**src/rtl/demux_arbiter_pkg.sv**
```systemverilog
// Shared types and constants for the demux_arbiter block.
package demux_arbiter_pkg;

    localparam int NCH   = 8;
    localparam int SEL_W = 3;

    typedef enum logic [1:0] {
        IDLE  = 2'd0,
        GRANT = 2'd1,
        GAP   = 2'd2
    } state_e;

endpackage

```
**src/rtl/demux_arbiter_rr_pick.sv**
```systemverilog
// Rotating priority encoder: first set request at or above ptr_i, wrapping 7->0.
module rr_pick
    import demux_arbiter_pkg::*;
(
    input  logic [7:0]       req_i,
    input  logic [SEL_W-1:0] ptr_i,
    output logic [SEL_W-1:0] winner_o,
    output logic             valid_o
);

    logic [SEL_W-1:0] idx;

    // The 3-bit add wraps naturally, so the search order is ptr, ptr+1, ... ptr-1.
    always_comb begin
        winner_o = '0;
        valid_o  = 1'b0;
        idx      = '0;
        for (int k = 0; k < 8; k++) begin
            idx = ptr_i + SEL_W'(k);
            if (!valid_o && req_i[idx]) begin
                winner_o = idx;
                valid_o  = 1'b1;
            end
        end
    end

endmodule

```
**src/rtl/demux_arbiter.sv**
```systemverilog
// Burst-limited round-robin arbiter steering one serial input to the granted channel.
// Optional macro CH0_PRIO_EN: channel 0 always wins arbitration and never moves the pointer.
module demux_arbiter #(
    parameter int BURST = 4,
    parameter int NCH   = 8
) (
    input  logic           CLK,
    input  logic           RSTN,
    input  logic           I,
    input  logic [NCH-1:0] REQ,
    output logic [2:0]     S,
    output logic [NCH-1:0] O,
    output logic [NCH-1:0] GNT,
    output logic           BUSY
);
    import demux_arbiter_pkg::*;

    localparam logic [7:0]     CNT_INIT = 8'(BURST - 1);
    localparam logic [NCH-1:0] ONE      = 1;

    state_e           state_q, state_d;
    logic [SEL_W-1:0] s_q, s_d;
    logic [SEL_W-1:0] ptr_q, ptr_d;
    logic [NCH-1:0]   gnt_q, gnt_d;
    logic [7:0]       cnt_q, cnt_d;
    logic             busy_q, busy_d;

    logic [SEL_W-1:0] rr_idx;
    logic             rr_valid;
    logic [SEL_W-1:0] pick_idx;

    rr_pick u_rr_pick (
        .req_i    (REQ),
        .ptr_i    (ptr_q),
        .winner_o (rr_idx),
        .valid_o  (rr_valid)
    );

`ifdef CH0_PRIO_EN
    assign pick_idx = REQ[0] ? '0 : rr_idx;
`else
    assign pick_idx = rr_idx;
`endif

    always_ff @(posedge CLK or negedge RSTN) begin
        if (!RSTN) begin
            state_q <= IDLE;
            s_q     <= '0;
            ptr_q   <= '0;
            gnt_q   <= '0;
            cnt_q   <= '0;
            busy_q  <= 1'b0;
        end else begin
            state_q <= state_d;
            s_q     <= s_d;
            ptr_q   <= ptr_d;
            gnt_q   <= gnt_d;
            cnt_q   <= cnt_d;
            busy_q  <= busy_d;
        end
    end

    // GAP is the single dead cycle; its exit edge is already an arbitration edge.
    always_comb begin
        state_d = state_q;
        s_d     = s_q;
        ptr_d   = ptr_q;
        gnt_d   = gnt_q;
        cnt_d   = cnt_q;
        busy_d  = busy_q;
        case (state_q)
            IDLE, GAP: begin
                state_d = IDLE;
                gnt_d   = '0;
                busy_d  = 1'b0;
                if (rr_valid) begin
                    state_d = GRANT;
                    s_d     = pick_idx;
                    gnt_d   = ONE << pick_idx;
                    busy_d  = 1'b1;
                    cnt_d   = CNT_INIT;
                end
            end
            GRANT: begin
                if (cnt_q == 8'd0 || !REQ[s_q]) begin
                    state_d = GAP;
                    gnt_d   = '0;
                    busy_d  = 1'b0;
                    ptr_d   = s_q + 1'b1;
`ifdef CH0_PRIO_EN
                    if (s_q == '0) begin
                        ptr_d = ptr_q;
                    end
`endif
                end else begin
                    cnt_d = cnt_q - 8'd1;
                end
            end
            default: begin
                state_d = IDLE;
                gnt_d   = '0;
                busy_d  = 1'b0;
            end
        endcase
    end

    // Data path is purely combinational from I, gated by the registered grant.
    assign O    = busy_q ? (gnt_q & {NCH{I}}) : '0;
    assign S    = s_q;
    assign GNT  = gnt_q;
    assign BUSY = busy_q;

endmodule

```
**config.mk**
```make
export PLATFORM = sky130hd
export DESIGN_NAME = demux_arbiter
export DESIGN_NICKNAME = d
export VERILOG_FILES = /design/src/rtl/demux_arbiter_pkg.sv /design/src/rtl/demux_arbiter_rr_pick.sv /design/src/rtl/demux_arbiter.sv
export SDC_FILE = /design/constraint.sdc
export NUM_CORES = 1
export LEC_CHECK = 0
export CORE_AREA = 5 5 72 74
export CTS_BUF_LIST = sky130_fd_sc_hd__clkbuf_2 sky130_fd_sc_hd__clkbuf_4 sky130_fd_sc_hd__clkbuf_8
export DETAILED_ROUTE_END_ITERATION = 8
export DIE_AREA = 0 0 77 79
export PLACE_DENSITY = 0.85
export SETUP_SLACK_MARGIN = 0.15
export SYNTH_ARGS = -nofsm -noshare
export SYNTH_HDL_FRONTEND = slang
export SYNTH_SLANG_ARGS = --single-unit
```
**constraint.sdc**
```tcl
create_clock -name CLK -period 3.6 [get_ports CLK]
set_clock_uncertainty 0.2 [all_clocks]
set_input_delay 1.08 -clock CLK [delete_from_list [all_inputs] [get_ports CLK]]
set_output_delay 1.08 -clock CLK [all_outputs]
set_load 0.05 [all_outputs]
```
## Yosys cells after proc, flatten, opt, wreduce, memory -nomap -nowiden

Cells that the tools add are included.

| word-level totals | value |
|---|---|
| bits in registers | 25 |
| latch bits | 0 |
| bits in writable memories | 0 |
| ROM bits | 0 |
| input bits | 11 |
| output and inout port bits | 20 |
| logic and storage cells | 101 |
| memories kept | 0 |

| cells by class | value |
|---|---|
| add/sub/neg operators | 9 |
| multipliers | 0 |
| div/mod/pow operators | 0 |
| order comparisons | 9 |
| eq/ne operators | 5 |
| shift operators | 1 |
| muxes and demuxes | 47 |
| bitwise operators | 1 |
| reductions and logical operators | 23 |

Operator list:

| cell | count |
|---|---|
| 8-bit 2-to-1 mux | 5 |
| 3-bit by 4-bit less-than comparator with 1-bit output (second input constant) | 9 |
| 8-bit one-hot mux with 2 select lines | 2 |
| 1-bit binary-select mux with 3-bit select | 9 |
| 3-bit 2-to-1 mux | 8 |
| 1-bit 2-to-1 mux | 20 |
| 3-bit adder (second input constant) | 4 |
| 8-bit bitwise AND | 1 |
| 1-bit logical NOT | 8 |
| 8-bit logical NOT | 1 |
| 1-bit by 3-bit left shift with 8-bit output (first input constant) | 1 |
| 8-bit by 1-bit subtractor with 8-bit output (second input constant) | 1 |
| 1-bit logical AND | 7 |
| 3-bit by 1-bit adder with 3-bit output (second input constant) | 2 |
| 3-bit by 2-bit adder with 3-bit output (second input constant) | 2 |
| 2-bit inequality test (second input constant) | 3 |
| 2-bit one-hot mux with 2 select lines | 1 |
| 2-bit AND reduction | 2 |
| 3-bit AND reduction | 1 |
| 2-bit by 1-bit equality test with 1-bit output (second input constant) | 1 |
| 2-bit equality test (second input constant) | 1 |
| 2-bit logical NOT | 1 |
| 2-bit 2-to-1 mux | 1 |
| 1-bit one-hot mux with 2 select lines | 1 |
| 3 further kinds | 3 |

## Logic depth before layout (Yosys ltp)

| logic depth | value |
|---|---|
| depth in word-level cells | 27 |
| gate-level depth with buffers | 12 |
| gate-level depth less buffers | 9 |

## By module

Synthesis repeated with hierarchy kept, for this count alone.

| unflattened totals | value |
|---|---|
| cell total of the unflattened synthesis | 235 |
| area, all modules | 2292.2 µm² |

By module, submodules not included:

| module | times used | cells an instance | area each (µm²) |
|---|---|---|---|
| demux_arbiter | 1 | 114 | 1211.2 |
| rr_pick | 1 | 121 | 1081.0 |

## Worst setup path after synthesis

Ideal clock, no wire load.

| path | value |
|---|---|
| kind | register to register |
| start | register ptr_q[0] |
| end | register gnt_q[0], in the netlist GNT[0] |
| library setup time | 0.122 ns |
| data arrival time | 3.640 ns |
| data required time | 3.278 ns |
| path slack | -0.362 ns |
| stages on the path, launching flop included | 13 |
| clock period less this slack | 3.962 ns |
| path through | dfrtp_1 > buf_2 > inv_1 > buf_2 > ha_1 > buf_6 > mux2_2 > mux4_2 > or2_4 > or2_4 > or4_4 > o21a_2 > a32o_1 |

| on the way | value |
|---|---|
| longest elaborated chain between the ends | 27 |
| elaborated cells between the ends (all ways) | 56 |
| classes of those cells | add/sub: 7; shift: 1; mux: 34; reduce/logical: 14 |

RTL lines:

| element | line | text |
|---|---|---|
| from (decl) | demux_arbiter.sv:23 | `logic [SEL_W-1:0] ptr_q, ptr_d;` |
| from (signal assigned) | demux_arbiter.sv:56 | `ptr_q <= ptr_d;` |
| parallel branches: the longest is 25 deep, another holds 3-bit by 1-bit adder with 3-bit output | n/a |  |
| 8-bit 2-to-1 mux * | demux_arbiter.sv:76 | `if (rr_valid) begin` |
| 8-bit one-hot mux with 2 select lines * | demux_arbiter.sv:71 | `case (state_q)` |
| to (signal assigned) | demux_arbiter.sv:57 | `gnt_q <= gnt_d;` |
| to (decl) | demux_arbiter.sv:24 | `logic [NCH-1:0] gnt_q, gnt_d;` |

Mark *: on every way between the ends. The select of a mux whose other input is x is not followed.
A chain may end at the register's enable or synchronous reset.

## Worst setup path after layout

| path | value |
|---|---|
| start | input REQ[1] |
| end | register gnt_q[0], in the netlist GNT[0] |

| on the way | value |
|---|---|
| longest elaborated chain between the ends | 27 |
| elaborated cells between the ends (all ways) | 54 |
| classes of those cells | eq/ne: 1; shift: 1; mux: 36; reduce/logical: 16 |

RTL lines:

| element | line | text |
|---|---|---|
| from (decl) | demux_arbiter.sv:10 | `input logic [NCH-1:0] REQ,` |
| 1-bit binary-select mux with 3-bit select | demux_arbiter_rr_pick.sv:20 | `if (!valid_o && req_i[idx]) begin` |
| 1-bit 2-to-1 mux (not written as such) | demux_arbiter_rr_pick.sv:20 |  |
| 1-bit 2-to-1 mux | demux_arbiter_rr_pick.sv:20 |  |
| 1-bit logical NOT | demux_arbiter_rr_pick.sv:20 |  |
| 1-bit logical AND | demux_arbiter_rr_pick.sv:20 |  |
| 1-bit 2-to-1 mux | demux_arbiter_rr_pick.sv:20 |  |
| 1-bit logical NOT | demux_arbiter_rr_pick.sv:20 |  |
| 1-bit logical AND | demux_arbiter_rr_pick.sv:20 |  |
| [... 11 more ...] | n/a |  |
| 1-bit logical AND | demux_arbiter_rr_pick.sv:20 |  |
| 1-bit 2-to-1 mux | demux_arbiter_rr_pick.sv:20 |  |
| 1-bit logical NOT | demux_arbiter_rr_pick.sv:20 |  |
| 1-bit logical AND | demux_arbiter_rr_pick.sv:20 |  |
| 3-bit 2-to-1 mux | demux_arbiter_rr_pick.sv:20 |  |
| 1-bit by 3-bit left shift with 8-bit output | demux_arbiter.sv:79 | `gnt_d = ONE << pick_idx;` |
| 8-bit 2-to-1 mux | demux_arbiter.sv:76 |  |
| 8-bit one-hot mux with 2 select lines | demux_arbiter.sv:71 |  |

Several ways; a longest one is shown, not always the timed one. The select of a mux whose other input is x is not followed.

==> flow_metrics.py <==
metrics = {
    "cts": {
        "ctsHtreeMaxLevel": 1,
        "clock_latency_ns": 0.27,
        "numCtsBuffers": 3,
        "clkSinkCount": 25,
        "ctsRootBufferMaster": "clkbuf_8",
        "clock_path_buffers": 2,
        "hold_buffers": 0,
        "cts_tree": "built",
        "clkTransAtPathRegs_ns": 0.09,
    },
    "outcome": {
        "status": "finished, final reports clean",
    },
    "synth": {
        "synth_top_area_frac": 0.2789,
        "synth_area_leaders": "dfrtp_1 (28%), mux4_2 (16%), mux2i_1 (9.4%)",
        "syn_area_um2": 2243,
        "yosysTopAreaCell": "dfrtp_1",
        "ys.flop_type": "dfrtp_1",
        "synth_seq_cells": 25,
        "synth_cell_types": 49,
        "synth_nets": 242,
        "ys_async_sr_fraction": 1.000,
        "synth-edff-count": 0,
        "synth_area_per_cell_um2": 9.927,
        "syn_inst": 226,
        "ys_warn_count": 0,
        "seq_area_frac_synth": 0.2789,
    },
    "global_routing": {
        "grt_overflow_total": 0,
        "grt_pass1_wl_um": 10700,
        "antenna_found_initial": 0,
        "track_usage": 0.2123,
        "grt_pass1_vias": 2236,
        "grt_max_degree": 26,
    },
    "worst_hold_path": {
        "hold_class": "register to register",
        "min_path_cells": 2,
    },
    "worst_setup_path": {
        "path_common_cell": "or2_4",
        "r2r_cells": 11,
        "crit_family": "simple AND/OR/NAND/NOR gates",
        "cp_max_fo": 5,
        "critPathBufInv": 1,
        "critPathMaxStageDelay_ns": 0.50,
        "cp_num_cells": 8,
        "crit_type": "primary input to register",
        "cp-start-kind": "primary input",
        "cp.arrival_ns": 3.35,
        "worstSetupEndpointType": "register",
        "crit_required_ns": 3.57,
        "slowest_stage": "mux4_2",
        "cp_cell_sequence": "buf_8, mux4_2, mux2_4, or2_4, or2_4, or4_4, o21a_4, a32o_1",
    },
    "route": {
        "ant_nets": 0,
        "vias": 2154,
        "drc_errors": 0,
        "totalWireLength_um": 6181,
        "vias_per_cell": 6.154,
        "dr.pass1.iters": 4,
        "drt_iter0_markers": 242,
        "wl_per_cell_um": 17.66,
    },
    "sta": {
        "rsz0062_at_grt": "false",
        "worst_pin_slew_ns": 0.6098,
        "hold_viol_final": 0,
        "drv_slew": 0,
        "setup_violations": 0,
        "timing.hold.ws_ns": 0.3005,
        "min_period_ns": 3.388,
        "clock.fmax_mhz": 295.1,
        "relSlewSlack": 0.5935,
        "finalCritPeriodShare": 0.9412,
        "setup_ws_ns": 0.2116,
    },
    "die": {
        "die_width_um": 77,
        "floorplan.initialDensity": 0.4946,
        "io_pins": 31,
        "die_area_um2": 6083,
        "fp.coreArea_um2": 4536,
        "die_h_um": 79,
        "fp-row-count": 25,
    },
    "finish": {
        "stdcell_count": 350,
        "area_delta_synth_final_pct": 41.27,
        "antenna_cells": 0,
        "final_cell_area_um2": 3169,
        "final_cell_mix": "buf_4 (51), dfrtp_1 (24), mux2i_1 (21)",
        "layout_commonest_cell": "buf_4",
        "nets": 313,
        "fillerInstances": 295,
        "drive_gt1_frac": 0.4054,
    },
    "flow_run": {
        "drv_cap": 0,
    },
    "place": {
        "dp.final_hpwl_um": 4554,
        "portBuffers": 30,
        "dp_slack_ns": -0.5812,
        "postPlaceCellArea_um2": 2974,
        "place.gp.congestion": 0.9088,
        "place_inst": 338,
    },
    "power": {
        "power.density_nw_per_um2": 1123,
        "irDropWorstVdd_mv": 0.6106,
        "power_mw": 3.558,
        "power_leakage_nw": 1.389,
    },
}
state kept, by name (all words and copies together) (netlist names):
| name | count |
|---|---|
| GNT | 8 |
| cnt_q | 8 |
| S | 3 |
| ptr_q | 3 |
| state_q | 2 |
| BUSY | 1 |
per-stage QoR:
stage / TNS, ns / util
3_5_place_dp: -8.656 / 0.6557
2_1_floorplan: 0 / -
5_1_grt: 0 / 0.6988
3_3_place_gp: -7.066 / 0.6557
6_report: 0 / 0.6988
4_1_cts: 0 / 0.6919
Yosys cell counts, drive strengths merged, types with 4 or more instances:
library cell / instances
nor2: 18
inv: 9
nand2: 18
nand3: 6
clkbuf: 10
and3: 8
or2: 4
xnor2: 5
mux2: 8
mux2i: 21
o31ai: 4
mux4: 16
a31oi: 4
xor2: 5
ha: 5
nor3: 4
dfrtp: 25
a21oi: 9
buf: 5
o21a: 4
o21ai: 8
layer usage:
layer,part of all wire,routed length (um),GRT usage,vias to the layer above
li1,-,-,-,989
met1,0.41,2508,0.2671,1046
met2,0.51,3130,0.3710,95
met3,0.065,401,0.04535,24
met4,0.023,140,0.05498,0
met5,0,0,0,-
where the power goes:
group | internal (mW) | total, mW | switching [mW] | leakage (nW)
logic | 1.42 | 2.91 | 1.49 | 1.04
registers | 0.367 | 0.484 | 0.116 | 0.318
clock network | 0.0774 | 0.166 | 0.0882 | 0.0255
final timing paths:
path	from	to	slack, ns
max in group asynchronous	RSTN	ptr_q[0]	1.97
setup / recovery	REQ[1]	GNT[0]	0.21
min in group asynchronous	RSTN	GNT[5]	0.96
setup reg to reg	ptr_q[1]	GNT[6]	0.30
hold reg to reg	GNT[7]	GNT[7]	0.30
hold / removal	GNT[7]	GNT[7]	0.30
worst register-to-register path: stages, from the launching register on:
cell and delay (ns):
dfrtp_1 0.39, inv_2 0.13, ha_4 0.25, buf_4 0.18, inv_1 0.18, mux4_2 0.54
a22oi_2 0.32, nor2_2 0.10, buf_4 0.16, a31oi_2 0.21, o211ai_1 0.25, o31ai_1 0.32
cell type report:
cell class | count | area (um2) | area share
Clock buffer | 3 | 41.29 | 0.01303
Clock inverter | 1 | 5.005 | 0.001579
Inverter | 9 | 33.78 | 0.01066
Multi-Input combinational cell | 177 | 1618 | 0.5105
Sequential cell | 25 | 626.9 | 0.1978
Tap cell | 54 | 67.56 | 0.02132
Timing Repair Buffer | 81 | 777.0 | 0.2452
cell families (layout without fill, tap and decap cells):
group | count (synthesis) | in the layout | synth area share
xor+xnor | 10 | 10 | 0.03904
simple gates | 69 | 69 | 0.1590
mux | 45 | 45 | 0.2962
compound gates | 48 | 48 | 0.1523
buf+inv | 24 | 94 | 0.04685
fa+ha+maj | 5 | 5 | 0.02789
flops | 25 | 25 | 0.2789
repair_timing:
action	in CTS	in global routing
endpoints found under the setup margin	21	12
buffers inserted	7	1
pin swaps	8	5
gates resized for setup	60	7
No activity file was read; power rests on OpenSTA's default activity.
